--- src/rtl/alu_arbiter_if.sv ---
// alu_arbiter_if: bundles the two requester channels, the response channel
// and the ALU-side control/operand/result signals of alu_arbiter.
//   slave  : view used by alu_arbiter (requests/resp_ready/alu_exec_out in)
//   master : view used by the requesters, response sink and external ALU
interface alu_arbiter_if;
  logic        req0_valid, req1_valid;
  logic        req0_ready, req1_ready;
  logic [3:0]  req0_op,    req1_op;
  logic [31:0] req0_a,     req0_b;
  logic [31:0] req1_a,     req1_b;
  logic        resp_valid, resp_ready;
  logic        resp_id,    resp_err;
  logic [31:0] resp_data;
  logic [31:0] alu_srcA,   alu_srcB;
  logic        alu_sel_a,  alu_sel_comp;
  logic [1:0]  alu_sel_s,  alu_sel_l, alu_sel_exec_out;
  logic [31:0] alu_exec_out;

  modport slave (
    input  req0_valid, req1_valid, req0_op, req1_op,
           req0_a, req0_b, req1_a, req1_b, resp_ready, alu_exec_out,
    output req0_ready, req1_ready, resp_valid, resp_id, resp_err, resp_data,
           alu_srcA, alu_srcB, alu_sel_a, alu_sel_comp,
           alu_sel_s, alu_sel_l, alu_sel_exec_out
  );

  modport master (
    output req0_valid, req1_valid, req0_op, req1_op,
           req0_a, req0_b, req1_a, req1_b, resp_ready, alu_exec_out,
    input  req0_ready, req1_ready, resp_valid, resp_id, resp_err, resp_data,
           alu_srcA, alu_srcB, alu_sel_a, alu_sel_comp,
           alu_sel_s, alu_sel_l, alu_sel_exec_out
  );
endinterface

--- src/rtl/alu_arbiter.sv ---
// alu_arbiter: arbitrates two requesters onto one external ALU.
// One operation at a time: IDLE (accept) -> EXEC (ALU evaluates the captured
// operands) -> RESP (hold result until resp_ready).
//   clk  : clock, rising edge
//   rst  : synchronous active-high reset
//   bus  : alu_arbiter_if.slave -- requests, response, ALU side
// RR_EN = 1 round-robin on ties, 0 fixed priority to requester 0.
module alu_arbiter #(
  parameter bit RR_EN = 1'b1
) (
  input  logic         clk,
  input  logic         rst,
  alu_arbiter_if.slave bus
);

  typedef enum logic [1:0] {IDLE, EXEC, RESP} state_e;

  state_e      state_q, state_d;
  logic        last_q;               // index of the last accepted requester
  logic        id_q;
  logic [3:0]  op_q;
  logic [31:0] a_q, b_q;
  logic [31:0] data_q;
  logic        rid_q, err_q;

  logic        grant, accept, hs;
  logic        rdy0, rdy1;
  logic        sel_a, sel_comp, illegal;
  logic [1:0]  sel_s, sel_l, sel_x;

  // Tie goes to the requester that did not win last time (RR) or to 0.
  always_comb begin
    if (bus.req0_valid && bus.req1_valid)
      grant = RR_EN ? ~last_q : 1'b0;
    else
      grant = bus.req1_valid;
  end

  assign hs = (state_q == RESP) && bus.resp_ready;

  always_comb begin
    state_d = state_q;
    rdy0    = 1'b0;
    rdy1    = 1'b0;
    case (state_q)
      IDLE: begin
        // ready is gated by rst so nothing looks accepted during reset
        rdy0 = !rst && bus.req0_valid && !grant;
        rdy1 = !rst && bus.req1_valid &&  grant;
        if (rdy0 || rdy1) state_d = EXEC;
      end
      EXEC:    state_d = RESP;
      RESP:    if (hs) state_d = IDLE;
      default: state_d = IDLE;
    endcase
  end

  assign accept = rdy0 | rdy1;

  // Decode of the captured opcode; unused fields stay 0.
  always_comb begin
    sel_a    = 1'b0;
    sel_comp = 1'b0;
    sel_s    = 2'b00;
    sel_l    = 2'b00;
    sel_x    = 2'b00;
    illegal  = 1'b0;
    case (op_q)
      4'b0000: sel_x = 2'b00;                                        // ADD
      4'b1000: sel_a = 1'b1;                                         // SUB
      4'b0010: begin sel_a = 1'b1; sel_comp = 1'b1; sel_x = 2'b01; end // SLT
      4'b0011: begin sel_a = 1'b1; sel_x = 2'b01; end                // SLTU
      4'b0100: sel_x = 2'b10;                                        // XOR
      4'b0110: begin sel_l = 2'b01; sel_x = 2'b10; end               // OR
      4'b0111: begin sel_l = 2'b10; sel_x = 2'b10; end               // AND
      4'b0001: sel_x = 2'b11;                                        // SLL
      4'b0101: begin sel_s = 2'b10; sel_x = 2'b11; end               // SRL
      4'b1101: begin sel_s = 2'b11; sel_x = 2'b11; end               // SRA
      default: illegal = 1'b1;
    endcase
  end

  always_ff @(posedge clk) begin
    if (rst) begin
      state_q <= IDLE;
      last_q  <= 1'b1;
      id_q    <= 1'b0;
      op_q    <= 4'd0;
      a_q     <= 32'd0;
      b_q     <= 32'd0;
      data_q  <= 32'd0;
      rid_q   <= 1'b0;
      err_q   <= 1'b0;
    end else begin
      state_q <= state_d;
      if (accept) begin
        last_q <= grant;
        id_q   <= grant;
        op_q   <= grant ? bus.req1_op : bus.req0_op;
        a_q    <= grant ? bus.req1_a  : bus.req0_a;
        b_q    <= grant ? bus.req1_b  : bus.req0_b;
      end
      if (state_q == EXEC) begin
        data_q <= illegal ? 32'd0 : bus.alu_exec_out;
        rid_q  <= id_q;
        err_q  <= illegal;
      end
    end
  end

  assign bus.req0_ready       = rdy0;
  assign bus.req1_ready       = rdy1;
  assign bus.resp_valid       = (state_q == RESP);
  assign bus.resp_id          = rid_q;
  assign bus.resp_err         = err_q;
  assign bus.resp_data        = data_q;
  assign bus.alu_srcA         = a_q;
  assign bus.alu_srcB         = b_q;
  assign bus.alu_sel_a        = sel_a;
  assign bus.alu_sel_comp     = sel_comp;
  assign bus.alu_sel_s        = sel_s;
  assign bus.alu_sel_l        = sel_l;
  assign bus.alu_sel_exec_out = sel_x;

endmodule

--- src/flat_wrapper.sv ---
// flat-port wrapper written by rule: the top's interface ports become plain ports
module alu_arbiter_flat 
#(
  parameter bit RR_EN = 1'b1
)
  (clk, rst, bus_req0_valid, bus_req1_valid, bus_req0_op, bus_req1_op, bus_req0_a, bus_req0_b, bus_req1_a, bus_req1_b, bus_resp_ready, bus_alu_exec_out, bus_req0_ready, bus_req1_ready, bus_resp_valid, bus_resp_id, bus_resp_err, bus_resp_data, bus_alu_srcA, bus_alu_srcB, bus_alu_sel_a, bus_alu_sel_comp, bus_alu_sel_s, bus_alu_sel_l, bus_alu_sel_exec_out);
  alu_arbiter_if bus_i ();
  input  logic clk;
  input  logic rst;
  input wire logic [$bits(bus_i.req0_valid)-1:0] bus_req0_valid;
  input wire logic [$bits(bus_i.req1_valid)-1:0] bus_req1_valid;
  input wire logic [$bits(bus_i.req0_op)-1:0] bus_req0_op;
  input wire logic [$bits(bus_i.req1_op)-1:0] bus_req1_op;
  input wire logic [$bits(bus_i.req0_a)-1:0] bus_req0_a;
  input wire logic [$bits(bus_i.req0_b)-1:0] bus_req0_b;
  input wire logic [$bits(bus_i.req1_a)-1:0] bus_req1_a;
  input wire logic [$bits(bus_i.req1_b)-1:0] bus_req1_b;
  input wire logic [$bits(bus_i.resp_ready)-1:0] bus_resp_ready;
  input wire logic [$bits(bus_i.alu_exec_out)-1:0] bus_alu_exec_out;
  output wire logic [$bits(bus_i.req0_ready)-1:0] bus_req0_ready;
  output wire logic [$bits(bus_i.req1_ready)-1:0] bus_req1_ready;
  output wire logic [$bits(bus_i.resp_valid)-1:0] bus_resp_valid;
  output wire logic [$bits(bus_i.resp_id)-1:0] bus_resp_id;
  output wire logic [$bits(bus_i.resp_err)-1:0] bus_resp_err;
  output wire logic [$bits(bus_i.resp_data)-1:0] bus_resp_data;
  output wire logic [$bits(bus_i.alu_srcA)-1:0] bus_alu_srcA;
  output wire logic [$bits(bus_i.alu_srcB)-1:0] bus_alu_srcB;
  output wire logic [$bits(bus_i.alu_sel_a)-1:0] bus_alu_sel_a;
  output wire logic [$bits(bus_i.alu_sel_comp)-1:0] bus_alu_sel_comp;
  output wire logic [$bits(bus_i.alu_sel_s)-1:0] bus_alu_sel_s;
  output wire logic [$bits(bus_i.alu_sel_l)-1:0] bus_alu_sel_l;
  output wire logic [$bits(bus_i.alu_sel_exec_out)-1:0] bus_alu_sel_exec_out;
  assign bus_i.req0_valid = bus_req0_valid;
  assign bus_i.req1_valid = bus_req1_valid;
  assign bus_i.req0_op = bus_req0_op;
  assign bus_i.req1_op = bus_req1_op;
  assign bus_i.req0_a = bus_req0_a;
  assign bus_i.req0_b = bus_req0_b;
  assign bus_i.req1_a = bus_req1_a;
  assign bus_i.req1_b = bus_req1_b;
  assign bus_i.resp_ready = bus_resp_ready;
  assign bus_i.alu_exec_out = bus_alu_exec_out;
  assign bus_req0_ready = bus_i.req0_ready;
  assign bus_req1_ready = bus_i.req1_ready;
  assign bus_resp_valid = bus_i.resp_valid;
  assign bus_resp_id = bus_i.resp_id;
  assign bus_resp_err = bus_i.resp_err;
  assign bus_resp_data = bus_i.resp_data;
  assign bus_alu_srcA = bus_i.alu_srcA;
  assign bus_alu_srcB = bus_i.alu_srcB;
  assign bus_alu_sel_a = bus_i.alu_sel_a;
  assign bus_alu_sel_comp = bus_i.alu_sel_comp;
  assign bus_alu_sel_s = bus_i.alu_sel_s;
  assign bus_alu_sel_l = bus_i.alu_sel_l;
  assign bus_alu_sel_exec_out = bus_i.alu_sel_exec_out;
  alu_arbiter #(.RR_EN(RR_EN)) u_core (.clk(clk), .rst(rst), .bus(bus_i));
endmodule
--- config.mk ---
export PLATFORM = sky130hd
export DESIGN_NAME = alu_arbiter_flat
export DESIGN_NICKNAME = d
export VERILOG_FILES = /design/src/rtl/alu_arbiter_if.sv /design/src/rtl/alu_arbiter.sv /design/src/flat_wrapper.sv
export SDC_FILE = /design/constraint.sdc
export NUM_CORES = 1
export LEC_CHECK = 0
export BUFFER_PORTS_ARGS = -buffer_cell sky130_fd_sc_hd__buf_4
export CORE_AREA = 2 2 109 111
export DETAILED_ROUTE_END_ITERATION = 6
export DIE_AREA = 0 0 111 113
export GPL_ROUTABILITY_DRIVEN = 0
export GPL_TIMING_DRIVEN = 0
export MAX_ROUTING_LAYER = met4
export PLACE_DENSITY = 0.77
export SLEW_MARGIN = 10
export SYNTH_ARGS = -nofsm -noshare
export SYNTH_HDL_FRONTEND = slang
export SYNTH_SLANG_ARGS = --single-unit
--- constraint.sdc ---
create_clock -name clk -period 2.44 [get_ports clk]
set_input_delay 0.244 -clock clk [delete_from_list [all_inputs] [get_ports clk]]
set_output_delay 0.244 -clock clk [all_outputs]
set_load 0.005 [all_outputs]
==> results of run 1 <==
## layout by cell type, fill, tap and decap left out, types with 2 or more instances in the layout
| cell | instances |
|---|---|
| buf_4 | 283 |
| nand2_1 | 137 |
| dfxtp_1 | 106 |
| a21oi_1 | 71 |
| a311oi_1 | 58 |
| nor3_1 | 34 |
| mux2i_1 | 33 |
| clkbuf_1 | 31 |
| buf_2 | 25 |
| a311oi_2 | 10 |
| clkbuf_16 | 9 |
| nor2b_1 | 5 |
| nor2_1 | 5 |
| and2_1 | 3 |
| clkinv_2 | 3 |
| nor3b_1 | 2 |
| inv_1 | 2 |
| buf_6 | 2 |
## metrics by stage
stage / hold slack, ps / instances / cell area (µm²) / total power [mW] / worst slack, ps
floorplan: 404 / 540 / 4650 / 2.53 / 1060
global placement: 483 / 963 / 6930 / 3.11 / 436
detailed placement: 492 / 963 / 6930 / 3.14 / 422
CTS: 160 / 979 / 7200 / 4.44 / 88.6
global route: 170 / 979 / 7200 / 4.62 / 11.6
finish: 161 / 979 / 7200 / 4.44 / 140
## state kept, by name (all words and copies together) (netlist names)
register / cells
u_core.state_q: 2
u_core.op_q: 4
u_core.bus.alu_srcA: 32
u_core.last_q: 1
u_core.bus.resp_id: 1
u_core.bus.resp_err: 1
u_core.bus.alu_srcB: 32
u_core.bus.resp_data: 32
u_core.id_q: 1
## cells in the mapped netlist, types with 2 or more instances
cell type    n  area share
a311oi_1    58        0.11
inv_1        2      0.0016
nor2_1       5      0.0040
and2_1       3      0.0040
a311oi_2    10       0.032
clkbuf_1    29       0.023
dfxtp_1    106        0.46
nor3_1      34       0.037
nand2_1    137        0.11
buf_6        2      0.0048
buf_4        3      0.0048
mux2i_1     33       0.071
a21oi_1     71       0.076
nor3b_1      2      0.0032
buf_2       25       0.027
nor2b_1      5      0.0067
## where the power goes
part           leakage, nW  switching [mW]  internal, mW  total (mW)
Sequential           0.872          0.0933          1.89        1.98
Clock                0.129           0.640         0.690        1.33
Combinational         2.26           0.533         0.594        1.13
## worst register-to-register path, stage by stage, from the launching register on
cell and delay (ps):
dfxtp_1 330, a21boi_1 590, clkbuf_1 480, nand2_1 110, a311oi_1 300
## final cells by class
type	instances	share of cell area
Sequential cell	106	0.295
Buffer	60	0.0393
Multi-Input combinational cell	372	0.311
Inverter	2	0.00104
Clock buffer	11	0.0323
Clock inverter	5	0.00435
Timing Repair Buffer	280	0.292
Tap cell	143	0.0249
## worst paths after layout
| path | depth (start not counted) | startpoint | to | slack, ps |
|---|---|---|---|---|
| worst max-delay path | 4 | u_core.last_q | bus_req1_ready | 140 |
| worst max register to register | 4 | u_core.last_q | u_core.bus.alu_srcA[9] | 520 |
| worst min register to register | 2 | u_core.bus.resp_id | u_core.bus.resp_id | 500 |
| worst min-delay path | 3 | bus_req0_b[23] | u_core.bus.alu_srcB[23] | 160 |
## kinds of logic (layout without fill, tap and decap cells)
family	count (synthesis)	in the layout	share of synthesized area
AO/OA/AOI/OAI	146	146	0.231
XOR/XNOR	1	1	0.00188
adder cells (fa/ha/maj)	1	1	0.00215
buffers and inverters	62	358	0.0624
flip-flops	106	106	0.456
multiplexers	33	33	0.0710
AND/OR/NAND/NOR	191	191	0.175
## per-layer routing
metal,track usage,vias up
met5,-,-
met1,0.293,2434
li1,-,2523
met4,0.114,0
met3,0.0670,31
met2,0.473,276
==> flow_metrics.py, run 1 <==
metrics = {
    "status": {
        "status": "complete, no violations",
    },
    "routing": {
        "first_pass_iters": 5,
        "wl_met1_um": 6520,
        "routed-wl-met2_um": 8600,
        "routed_via_density": 5.38,
        "via_count": 5264,
        "wl_per_cell_um": 17.5,
        "drcViolationCount": 0,
        "drtIter0Drc": 338,
        "ant_nets": 0,
        "route.met3.wl_um": 1500,
        "drt_wl_total_um": 17100,
        "top_layer": "met4",
    },
    "job": {
        "max_cap_violations": 0,
    },
    "clocking": {
        "cts_inserted_buffers": 9,
        "path_clk_slew_ps": 70,
        "insertion_delay_ps": 350,
        "postCtsSetupBuffers": 0,
        "cts_hold_buf": 0,
        "h-tree-depth": 3,
        "cts.repair.resized": 0,
        "cts_tree": "yes",
        "cts-root-buf": "clkbuf_16",
        "cts_max_path_buffers": 2,
        "cts.sink_count": 106,
    },
    "grt": {
        "grt_pass1_wl_um": 26200,
        "antenna_found_initial": 0,
        "grt_usage": 0.270,
        "grt_max_degree": 17,
        "grt_pass1_vias": 5172,
        "grt_overflow": 0,
    },
    "place": {
        "hpwl_um": 13300,
        "io_buffers": 280,
    },
    "sta": {
        "setup_violations": 0,
        "rsz0062_at_grt": "no",
        "fmax_mhz": 435,
        "max_slew_margin": 0.495,
        "fin_crit_ps": 2300,
        "slew_violations": 0,
        "fin_crit_sh": 0.942,
        "skew_ps": 10.0,
        "worst_pin_slew_ps": 756,
        "finalHoldViolations": 0,
        "fin_tns_setup_ps": 0,
    },
    "setup_path": {
        "crit_arrival_ps": 2060,
        "cp_cell_sequence": "a21boi_1 -> clkbuf_1 -> and2_1 -> buf_4",
        "critPathSlowestCell": "a21boi_1",
        "cp.required_ps": 2200,
        "end_kind": "primary output",
        "slowest_delay_ps": 590,
        "worstSetupPathType": "flop to primary output",
        "cp-start-kind": "flop",
        "critPathMaxFanout": 10,
        "critPathTopFamily": "compound AO/OA/AOI/OAI gates",
        "cp_num_buf_inv": 2,
    },
    "yosys": {
        "synth-edff-count": 0,
        "syn_nets": 713,
        "yosysSeqAreaShare": 0.456,
        "ys.flop_type": "dfxtp_1",
        "syn_area_per_cell_um2": 8.61,
        "async_flop_share": 0,
        "yosysUniqueCellTypes": 31,
        "synth-seq-cells": 106,
        "netlist_area_um2": 4650,
        "syn_inst": 540,
        "yosys_warnings": 0,
    },
    "power": {
        "power_density_nw_per_um2": 616,
        "power.leakage_nw": 3.26,
        "ir_worst_vdd_v": 0.000391,
    },
    "layout": {
        "nNetsFinal": 1004,
        "diodes": 0,
        "seqCellArea_um2": 2120,
        "fillers": 978,
        "multi_input_area_um2": 2240,
        "area_growth_pct": 54.7,
        "drive_gt1_frac": 0.404,
        "fin_util": 0.638,
    },
    "die": {
        "num_rows": 39,
        "core_region_area_um2": 11300,
        "die_y_um": 113,
        "die-area_um2": 12500,
        "ios": 282,
        "start_util": 0.413,
        "die_w_um": 111,
    },
    "min_path": {
        "hold_path_class": "primary input to flop",
    },
}
No activity file was read; power rests on OpenSTA's default activity.
==> run 2: changes to the inputs <==
--- a/config.mk
+++ b/config.mk
@@ -5,6 +5,8 @@
 export SDC_FILE = /design/constraint.sdc
 export NUM_CORES = 1
 export LEC_CHECK = 0
+export ABC_AREA = 1
+export ABC_CLOCK_PERIOD_IN_PS = 2440
 export BUFFER_PORTS_ARGS = -buffer_cell sky130_fd_sc_hd__buf_4
 export CORE_AREA = 2 2 109 111
 export DETAILED_ROUTE_END_ITERATION = 6
@@ -12,7 +14,7 @@
 export GPL_ROUTABILITY_DRIVEN = 0
 export GPL_TIMING_DRIVEN = 0
 export MAX_ROUTING_LAYER = met4
-export PLACE_DENSITY = 0.77
+export PLACE_DENSITY = 0.8
 export SLEW_MARGIN = 10
 export SYNTH_ARGS = -nofsm -noshare
 export SYNTH_HDL_FRONTEND = slang
==> run 2 against run 1 <==
Net effect: synthesized area is 7.9% higher; combinational power is 15% higher; flip-flop and latch count stayed put; sequential power is 2% higher; hold slack better by 15 ps; global-route usage is 1.5 points higher; first-iteration DRC count is 1.2% lower; final area is 5.7% higher; setup slack better by 280 ps; highest routed layer unchanged; clock skew is 4.6 ps lower; critical endpoint unchanged.
==> flow_metrics.py, run 2 <==
metrics = {
    "status": {
        "status": "complete, no violations",
    },
    "routing": {
        "drtIter0Drc": 334,
        "drcViolationCount": 0,
        "routed_via_density": 4.94,
        "via_count": 6039,
        "drt_wl_total_um": 17600,
        "first_pass_iters": 5,
        "ant_nets": 0,
        "wl_per_cell_um": 14.4,
    },
    "setup_path": {
        "critPathSlowestCell": "clkbuf_1",
        "worstSetupPathType": "flop to primary output",
        "worst-r2r-setup-slack_ps": 890,
        "critPathMaxFanout": 10,
        "r2r_end": "u_core.bus.alu_srcB[24]",
        "worstRegToRegCells": 8,
        "crit_arrival_ps": 1770,
        "cp-start-kind": "flop",
        "r2r-start": "u_core.last_q",
        "cp.required_ps": 2200,
        "slowest_delay_ps": 480,
        "cp_cell_sequence": "nand2_1 -> clkbuf_1 -> nand3_1 -> inv_1 -> buf_4",
        "end_kind": "primary output",
    },
    "yosys": {
        "synth-seq-cells": 106,
        "synth-edff-count": 0,
        "synth-compound-area-share": 0.104,
        "yosys_warnings": 0,
        "synthMuxAreaShare": 0,
        "syn_inst": 784,
        "synth-simple-area-share": 0.386,
        "yosysSeqAreaShare": 0.423,
        "netlist_area_um2": 5020,
        "synth_common_cells": "nand2_1, nor2_1, dfxtp_1, nand3_1, a21oi_1",
        "synth_top_family_by_area": "simple AND/OR/NAND/NOR gates",
        "yosysMostFrequentCell": "nand2_1",
        "yosys.area_share.adder": 0,
        "synth_top_area_cell": "dfxtp_1",
        "syn_area_per_cell_um2": 6.40,
        "yosys.area_share.xor_xnor": 0,
        "synth_area_leaders": "dfxtp_1, nand2_1, nand3_1",
        "async_flop_share": 0,
        "synth_top_area_share": 0.423,
        "ys.flop_type": "dfxtp_1",
        "yosysUniqueCellTypes": 19,
        "syn_nets": 957,
    },
    "die": {
        "start_util": 0.445,
        "core_region_area_um2": 11300,
        "ios": 282,
        "num_rows": 39,
        "die_y_um": 113,
        "die-area_um2": 12500,
        "die_w_um": 111,
    },
    "clocking": {
        "cts_max_path_buffers": 2,
        "cts_hold_buf": 0,
        "cts_tree": "yes",
        "cts.sink_count": 106,
        "postCtsSetupBuffers": 0,
        "cts.repair.resized": 0,
        "cts_inserted_buffers": 9,
        "insertion_delay_ps": 340,
        "h-tree-depth": 3,
        "cts-root-buf": "clkbuf_16",
        "path_clk_slew_ps": 70,
    },
    "power": {
        "power_density_nw_per_um2": 631,
        "power.leakage_nw": 3.95,
        "ir_worst_vdd_v": 0.000377,
        "p_total_mw": 4.80,
    },
    "sta": {
        "finalHoldViolations": 0,
        "fmax_mhz": 496,
        "setup_violations": 0,
        "skew_ps": 5.42,
        "rsz0062_at_grt": "no",
        "fin_crit_sh": 0.826,
        "fin_crit_ps": 2020,
        "worst_pin_slew_ps": 547,
        "max_slew_margin": 0.635,
        "slew_violations": 0,
        "fin_tns_setup_ps": 0,
    },
    "grt": {
        "grt_overflow": 0,
        "grt_usage": 0.285,
        "grt_pass1_wl_um": 28200,
        "grt_max_degree": 17,
        "grt_pass1_vias": 5804,
        "antenna_found_initial": 0,
    },
    "job": {
        "max_cap_violations": 0,
    },
    "min_path": {
        "hold_path_class": "primary input to flop",
        "worstHoldStart": "bus_resp_ready",
        "holdPathStages": 4,
        "min_to": "u_core.state_q[1]",
    },
    "layout": {
        "drive_gt1_frac": 0.307,
        "diodes": 0,
        "fillers": 1064,
        "area_growth_pct": 51.5,
        "layout.cells.non_filler": 1223,
        "nNetsFinal": 1248,
        "final_common_cell": "buf_4",
        "final_cell_mix": "buf_4, nand2_1, nor2_1",
    },
    "place": {
        "place_inst": 1207,
        "hpwl_um": 13700,
        "io_buffers": 280,
    },
}
## run 2: final cells by class
class | instances | area [µm²] | share of cell area
inverters | 43 | 161 | 0.0212
clock buffers | 12 | 256 | 0.0337
multi-input cells | 576 | 2460 | 0.323
flip-flops and latches | 106 | 2120 | 0.279
plain buffers | 59 | 279 | 0.0367
repair buffers | 280 | 2100 | 0.276
clock inverters | 4 | 50.0 | 0.00658
well taps | 143 | 179 | 0.0235
## run 2: kinds of logic after synthesis
group / after synthesis
simple gates: 472
flops: 106
compound gates: 104
buf+inv: 102
## run 2: worst max-delay path, delay by kind of cell, from the launching register on
family / cells / cell delay, ps
simple gates: 2 / 440
flops: 1 / 310
buf+inv: 3 / 670
## run 2: worst max-delay path by stage
| stage | slack [ps] | to | from | depth (start not counted) |
|---|---|---|---|---|
| floorplan | 1220 | bus_req1_ready | bus_req1_valid | 5 |
| global placement | 710 | bus_req1_ready | bus_req0_valid | 6 |
| detailed placement | 710 | bus_req1_ready | bus_req0_valid | 6 |
| CTS | 420 | bus_req1_ready | u_core.last_q | 5 |
| global route | 360 | bus_req1_ready | u_core.last_q | 5 |
| finish | 420 | bus_req1_ready | u_core.last_q | 5 |
## run 2: through the flow
stage / util / setup slack (ps) / hold WS, ps / instance area (µm²)
2_1_floorplan: - / 1220 / 428 / 5020
5_1_grt: 0.675 / 356 / 218 / 7610
3_3_place_gp: 0.648 / 710 / 453 / 7300
4_1_cts: 0.675 / 418 / 177 / 7610
3_5_place_dp: 0.648 / 712 / 456 / 7300
6_report: 0.675 / 424 / 176 / 7610
## run 2: report_power, final
group	leakage, nW	switching, mW	total [mW]	internal, mW
logic	2.94	0.668	1.30	0.631
clock network	0.145	0.636	1.49	0.851
registers	0.870	0.104	2.02	1.91
## run 2: layer usage
metal / wire length [µm] / vias to the layer above / GRT usage
li1: - / 3069 / -
met1: 6970 / 2664 / 0.320
met2: 8720 / 259 / 0.496
met3: 1390 / 47 / 0.0611
met4: 550 / 0 / 0.114
met5: 0 / - / -
